## src/rtl/fu_scheduler_if.sv

```systemverilog
// Dispatch, issue and status bundle between the front end / reservation station and fu_scheduler.
// The master side drives dispatch and issue strobes; the slave side (the scheduler) drives status.
interface fu_scheduler_if #(
  parameter int CNT_W = 7
);
  logic             dispatch_valid;
  logic             dispatch_is_mem;
  logic             dispatch_ready;
  logic [1:0]       fu_pos;
  logic [2:0]       issue_valid;
  logic             flush;
  logic [2:0]       fu_table;
  logic [2:0]       fu_done;
  logic [CNT_W-1:0] rs_count;
  logic             rs_full;
  logic             rs_empty;
  logic             issue_err;

  modport master (
    output dispatch_valid, dispatch_is_mem, issue_valid, flush,
    input  dispatch_ready, fu_pos, fu_table, fu_done, rs_count, rs_full, rs_empty, issue_err
  );

  modport slave (
    input  dispatch_valid, dispatch_is_mem, issue_valid, flush,
    output dispatch_ready, fu_pos, fu_table, fu_done, rs_count, rs_full, rs_empty, issue_err
  );
endinterface

```

## src/rtl/fu_scheduler.sv

```systemverilog
// RS occupancy tracker and FU scheduler for ALU0, ALU1 and MEM: load-balanced ALU choice,
// per-FU pending counts, fixed-latency busy tracking, free mask and completion pulses.
module fu_scheduler #(
  parameter int RS_DEPTH = 64,
  parameter int CNT_W    = 7,
  parameter int ALU_LAT  = 1,
  parameter int MEM_LAT  = 3
) (
  input logic           clk,
  input logic           rst,
  fu_scheduler_if.slave bus
);
  localparam int         NUM_FU  = 3;
  localparam int         MAX_LAT = (MEM_LAT > ALU_LAT) ? MEM_LAT : ALU_LAT;
  localparam int         LAT_W   = (MAX_LAT > 1) ? $clog2(MAX_LAT) : 1;
  localparam logic [1:0] FU_MEM  = 2'd2;

  typedef enum logic {IDLE, BUSY} fu_state_e;

  fu_state_e          state_q [NUM_FU];
  fu_state_e          state_d [NUM_FU];
  logic [LAT_W-1:0]   cnt_q   [NUM_FU];
  logic [LAT_W-1:0]   cnt_d   [NUM_FU];
  logic [CNT_W-1:0]   pend_q  [NUM_FU];
  logic [CNT_W-1:0]   pend_d  [NUM_FU];
  logic [CNT_W-1:0]   count_q, count_d;
  logic               alu_ptr_q, alu_ptr_d;
  logic               err_q, err_d;
  logic [NUM_FU-1:0]  done_q, done_d;
  logic [NUM_FU-1:0]  accept;
  logic               rs_full, dispatch_fire, take, tie, alu_sel;
  logic [1:0]         fu_pos;

  function automatic logic [LAT_W-1:0] lat_load(input int fu);
    return (fu == 2) ? LAT_W'(MEM_LAT - 1) : LAT_W'(ALU_LAT - 1);
  endfunction

  assign rs_full       = (count_q == CNT_W'(RS_DEPTH));
  assign dispatch_fire = bus.dispatch_valid & ~rs_full;
  // A flush squashes the dispatch in the same cycle, including its effect on alu_ptr.
  assign take          = dispatch_fire & ~bus.flush;
  assign tie           = (pend_q[0] == pend_q[1]);
  assign alu_sel       = tie ? alu_ptr_q : (pend_q[1] < pend_q[0]);
  assign fu_pos        = bus.dispatch_is_mem ? FU_MEM : {1'b0, alu_sel};

  always_comb begin
    // NOTE: every variable gets a default first so no path can leave it unassigned and infer a latch.
    state_d   = state_q;
    cnt_d     = cnt_q;
    pend_d    = pend_q;
    done_d    = '0;
    accept    = '0;
    err_d     = err_q;
    alu_ptr_d = alu_ptr_q;

    for (int i = 0; i < NUM_FU; i++) begin
      accept[i] = bus.issue_valid[i] && !bus.flush && (state_q[i] == IDLE) && (pend_q[i] != '0);
      if (bus.issue_valid[i] && !bus.flush && !accept[i])
        err_d = 1'b1;

      if (state_q[i] == IDLE) begin
        if (accept[i]) begin
          state_d[i] = BUSY;
          cnt_d[i]   = lat_load(i);
        end
      end else if (cnt_q[i] == '0) begin
        state_d[i] = IDLE;
      end else begin
        cnt_d[i] = cnt_q[i] - LAT_W'(1);
      end
      // The pulse marks the final busy cycle, so it lines up with issue time + latency.
      done_d[i] = (state_d[i] == BUSY) && (cnt_d[i] == '0);

      if (bus.flush)
        pend_d[i] = '0;
      else if (take && (fu_pos == 2'(i)) && !accept[i])
        pend_d[i] = pend_q[i] + CNT_W'(1);
      else if (accept[i] && !(take && (fu_pos == 2'(i))))
        pend_d[i] = pend_q[i] - CNT_W'(1);
    end

    if (bus.flush)
      count_d = '0;
    else
      count_d = count_q + CNT_W'(take) - CNT_W'($countones(accept));

    if (take && !bus.dispatch_is_mem && tie)
      alu_ptr_d = ~alu_ptr_q;
  end

  always_ff @(posedge clk) begin
    if (rst) begin
      // NOTE: the per-FU arrays are control state, not storage, so each element is reset explicitly.
      for (int i = 0; i < NUM_FU; i++) begin
        state_q[i] <= IDLE;
        cnt_q[i]   <= '0;
        pend_q[i]  <= '0;
      end
      count_q   <= '0;
      alu_ptr_q <= 1'b0;
      err_q     <= 1'b0;
      done_q    <= '0;
    end else begin
      // NOTE: non-blocking assignments so every register samples the same pre-edge values.
      state_q   <= state_d;
      cnt_q     <= cnt_d;
      pend_q    <= pend_d;
      count_q   <= count_d;
      alu_ptr_q <= alu_ptr_d;
      err_q     <= err_d;
      done_q    <= done_d;
    end
  end

  assign bus.dispatch_ready = ~rs_full;
  assign bus.fu_pos         = fu_pos;
  assign bus.fu_table       = {state_q[2] == IDLE, state_q[1] == IDLE, state_q[0] == IDLE};
  assign bus.fu_done        = done_q;
  assign bus.rs_count       = count_q;
  assign bus.rs_full        = rs_full;
  assign bus.rs_empty       = (count_q == '0);
  assign bus.issue_err      = err_q;
endmodule

```

## src/flat_wrapper.sv

```systemverilog
// flat-port wrapper written by rule: the top's interface ports become plain ports
module fu_scheduler_flat 
#(
  parameter int RS_DEPTH = 64,
  parameter int CNT_W    = 7,
  parameter int ALU_LAT  = 1,
  parameter int MEM_LAT  = 3
)
  (clk, rst, bus_dispatch_valid, bus_dispatch_is_mem, bus_issue_valid, bus_flush, bus_dispatch_ready, bus_fu_pos, bus_fu_table, bus_fu_done, bus_rs_count, bus_rs_full, bus_rs_empty, bus_issue_err);
  fu_scheduler_if #(.CNT_W(CNT_W)) bus_i ();
  input logic clk;
  input logic rst;
  input wire logic [$bits(bus_i.dispatch_valid)-1:0] bus_dispatch_valid;
  input wire logic [$bits(bus_i.dispatch_is_mem)-1:0] bus_dispatch_is_mem;
  input wire logic [$bits(bus_i.issue_valid)-1:0] bus_issue_valid;
  input wire logic [$bits(bus_i.flush)-1:0] bus_flush;
  output wire logic [$bits(bus_i.dispatch_ready)-1:0] bus_dispatch_ready;
  output wire logic [$bits(bus_i.fu_pos)-1:0] bus_fu_pos;
  output wire logic [$bits(bus_i.fu_table)-1:0] bus_fu_table;
  output wire logic [$bits(bus_i.fu_done)-1:0] bus_fu_done;
  output wire logic [$bits(bus_i.rs_count)-1:0] bus_rs_count;
  output wire logic [$bits(bus_i.rs_full)-1:0] bus_rs_full;
  output wire logic [$bits(bus_i.rs_empty)-1:0] bus_rs_empty;
  output wire logic [$bits(bus_i.issue_err)-1:0] bus_issue_err;
  assign bus_i.dispatch_valid = bus_dispatch_valid;
  assign bus_i.dispatch_is_mem = bus_dispatch_is_mem;
  assign bus_i.issue_valid = bus_issue_valid;
  assign bus_i.flush = bus_flush;
  assign bus_dispatch_ready = bus_i.dispatch_ready;
  assign bus_fu_pos = bus_i.fu_pos;
  assign bus_fu_table = bus_i.fu_table;
  assign bus_fu_done = bus_i.fu_done;
  assign bus_rs_count = bus_i.rs_count;
  assign bus_rs_full = bus_i.rs_full;
  assign bus_rs_empty = bus_i.rs_empty;
  assign bus_issue_err = bus_i.issue_err;
  fu_scheduler #(.RS_DEPTH(RS_DEPTH), .CNT_W(CNT_W), .ALU_LAT(ALU_LAT), .MEM_LAT(MEM_LAT)) u_core (.clk(clk), .rst(rst), .bus(bus_i));
endmodule
```

## config.mk

```make
export PLATFORM = sky130hd
export DESIGN_NAME = fu_scheduler_flat
export DESIGN_NICKNAME = d
export VERILOG_FILES = /design/src/rtl/fu_scheduler_if.sv /design/src/rtl/fu_scheduler.sv /design/src/flat_wrapper.sv
export SDC_FILE = /design/constraint.sdc
export NUM_CORES = 1
export LEC_CHECK = 0
export CAP_MARGIN = 20
export CORE_AREA = 2 2 85 67
export CTS_CLUSTER_DIAMETER = 100
export CTS_CLUSTER_SIZE = 24
export DETAILED_ROUTE_END_ITERATION = 12
export DIE_AREA = 0 0 87 69
export PLACE_DENSITY = 0.79
export SLEW_MARGIN = 20
export SYNTH_ARGS = -nofsm -noshare
export SYNTH_HDL_FRONTEND = slang
export SYNTH_SLANG_ARGS = --single-unit
```

## constraint.sdc

```tcl
create_clock -name clk -period 5.86 [get_ports clk]
set_input_delay 1.172 -clock clk [delete_from_list [all_inputs] [get_ports clk]]
set_output_delay 1.172 -clock clk [all_outputs]
set_load 0.03 [all_outputs]
```

==> metrics.txt <==
Arr. time, crit path 4.97 ns; fin crit share 0.811; Synth Warn # 0; RSZ-0062 raised after global routing no; NumNets Final 410; final core utilization 0.649; Ant. Diodes 0; DP HPWL 4890 um; fin. max-slew vios 0; VDD IR-drop max 289 uV; GP Congestion 0.852; remaining global-route overflow 0; leakage power 1.32 nW; Synth top cells by count dfxtp_1, ha_1, a21oi_1; Worst Max-Slew Pin Slew 0.682 ns; CP Launch Type input port; Sequential Power Share 0.254; Worst-path clk slew 0.08 ns; Final Setup Violations 0; Sw Ratio 0.438; Iter 0 DRT Violations 143; Total GRT Usage 0.231; worst hold slack 0.480 ns; skew final 0.00852 ns; FFs w/ async S/R, synth 0; post-CTS sizing 0; H-Tree Depth 2; global-route wire length before repair 11400 um; crit-path max FO 7; Cells after DPL 417; worst skew pair latency 0.29 ns; library cells used by synthesis 54; Die Wd 87 um; Setup TNS 0 ns; minimum clock period 4.75 ns; Die Y 69 um; die area 6000 um^2; flops & latches, synth 42; Syn Area/Cell 8.68 um^2; Slew HR 0.539; kind of critical path input port to register; I/O Buffers 26; HP Class register to register; CP Data Required Time 6.08 ns; fmax 210 MHz; DRC Markers 0; starting density of the core 0.568; core area 5150 um^2; Int Power 0.856 mW; most numerous cell in the Yosys netlist dfxtp_1; hold buffer count at cts 0; Gate Count Post-Synth 337; Max Cap Violations 0; Critical Path End Type register; Gate power share 0.591; cell taking the most area after synthesis dfxtp_1; Most used DFF post-synth dfxtp_1; Setup Buffers After CTS 0; final hold vios 0; vias in the first global route 2491; status finished clean; Inserted Clock Buffers 5; Ports 27; antenna violations before repair 0; antenna-violating nets left 0; CTS tree built; Non-Filler Instances 424; cells taking the most area after synthesis dfxtp_1, ha_1, a21oi_1, fa_1, inv_1; Area growth syn-to-layout 14.3%; DRT Wirelength 6680 um; sequential area share after synthesis 0.288; Post-Syn Nets 385; DR vias/cell 6.03; clock network power share 0.154; post-synth top area share 0.288; P_sw 0.667 mW; CTS root buffer clkbuf_8; largest net degree at the start of global routing 27; Clock Tree Buf Depth 2; Post-synth EDFFs 0; Syn Std Cell Area 2920 um^2; clock tree sinks 42; routed vias 2555; fraction of layout cells with a size suffix above 1 0.0552; pwr dens 456 nW/um^2; Row Count 23; TritonRoute pass-1 iters 4; routed wire length per instance 15.8 um
==> power groups by stage <==
stage / Combinational, mW / Sequential (mW) / Clock [mW]
2_1_floorplan: 0.633 / 0.412 / 0
3_3_place_gp: 0.861 / 0.390 / 0
3_5_place_dp: 0.885 / 0.392 / 0
4_1_cts: 0.897 / 0.387 / 0.238
5_1_grt: 0.997 / 0.396 / 0.250
6_report: 0.901 / 0.387 / 0.235
==> through the flow <==
step,total power [mW],cell area [um^2],setup WS [ns]
final,1.52,3340,1.11
after global routing,1.64,3340,0.922
after CTS,1.52,3340,1.13
after detailed placement,1.28,3230,0.844
after global placement,1.25,3230,0.963
after floorplan,1.04,2920,1.70
==> state kept, by name, summed over array words and instances (netlist names) <==
| signal | flops |
|---|---|
| u_core.pend_q | 21 |
| u_core.bus.rs_count | 7 |
| u_core.cnt_q | 6 |
| u_core.bus.fu_done | 3 |
| u_core.state_q | 3 |
| u_core.alu_ptr_q | 1 |
| u_core.bus.issue_err | 1 |
==> area by class of cell <==
| class | instances | area (um^2) |
|---|---|---|
| fill | 427 | 1810 |
| multi-input combinational | 257 | 1930 |
| sequential | 42 | 841 |
| clock buffer | 6 | 82.6 |
| clock inverter | 1 | 30.0 |
| inverter | 29 | 109 |
| tap | 62 | 77.6 |
| timing repair buffer | 27 | 268 |
==> cell usage in the layout, fill, tap and decap left out, types with 3 or more instances in the layout <==
| cell | synthesis | layout |
|---|---|---|
| dfxtp_1 | 42 | 42 |
| a21o_1 | 7 | 7 |
| ha_1 | 34 | 34 |
| a211oi_1 | 9 | 9 |
| nor2b_1 | 9 | 9 |
| nor3_1 | 5 | 5 |
| xor2_1 | 7 | 7 |
| o21a_1 | 4 | 4 |
| and2_1 | 6 | 6 |
| nand2b_1 | 4 | 4 |
| nor2_1 | 21 | 21 |
| nand2_1 | 13 | 13 |
| mux2i_1 | 3 | 3 |
| a211o_1 | 3 | 3 |
| or3_1 | 4 | 4 |
| and4b_1 | 3 | 3 |
| clkbuf_8 | 0 | 6 |
| clkdlybuf4s50_1 | 0 | 26 |
| nor4_1 | 7 | 7 |
| inv_1 | 27 | 27 |
| o31ai_1 | 5 | 5 |
| nand3_1 | 13 | 13 |
| nor4b_1 | 4 | 4 |
| nand4_1 | 3 | 3 |
| nand3b_1 | 5 | 5 |
| xnor2_1 | 3 | 3 |
| a21oi_1 | 29 | 29 |
| or4_1 | 3 | 3 |
| o21ai_0 | 19 | 19 |
| fa_1 | 6 | 6 |
==> worst paths after layout <==
path | cells past startpoint | slack, ns | start | to
hold reg to reg | 1 | 0.48 | u_core.cnt_q[1] | u_core.bus.fu_done[2]
hold / removal | 1 | 0.48 | u_core.cnt_q[1] | u_core.bus.fu_done[2]
setup / recovery | 15 | 1.11 | bus_flush | u_core.bus.rs_count[5]
setup reg to reg | 14 | 1.80 | u_core.pend_q[16] | u_core.bus.rs_count[5]
==> routing by layer <==
metal	track usage	share of wire	wire, um
met2	0.352	0.44	2970
met5	0	0	0
met4	0.0434	0.0052	35
met3	0.0503	0.058	388
met1	0.338	0.49	3290
==> logic make-up after synthesis <==
group | count (synthesis) | synth area share
multiplexers | 3 | 0.0103
AND/OR/NAND/NOR | 113 | 0.232
flip-flops | 42 | 0.288
XOR/XNOR | 10 | 0.0300
adder cells (fa/ha/maj) | 40 | 0.187
AO/OA/AOI/OAI | 91 | 0.203
buffers and inverters | 38 | 0.0509
==> worst max-delay path: stages <==
cell and delay, ns:
clkdlybuf4s50_1 0.58, nor2b_1 0.26, o41ai_2 0.11, or2b_2 0.35
inv_2 0.10, ha_1 0.12, inv_1 0.04, fa_1 0.37
fa_1 0.45, ha_1 0.25, fa_1 0.38, nor2b_1 0.15
o21a_1 0.17, or3_1 0.30, a21oi_1 0.15
(Power assumes the default switching activity.)
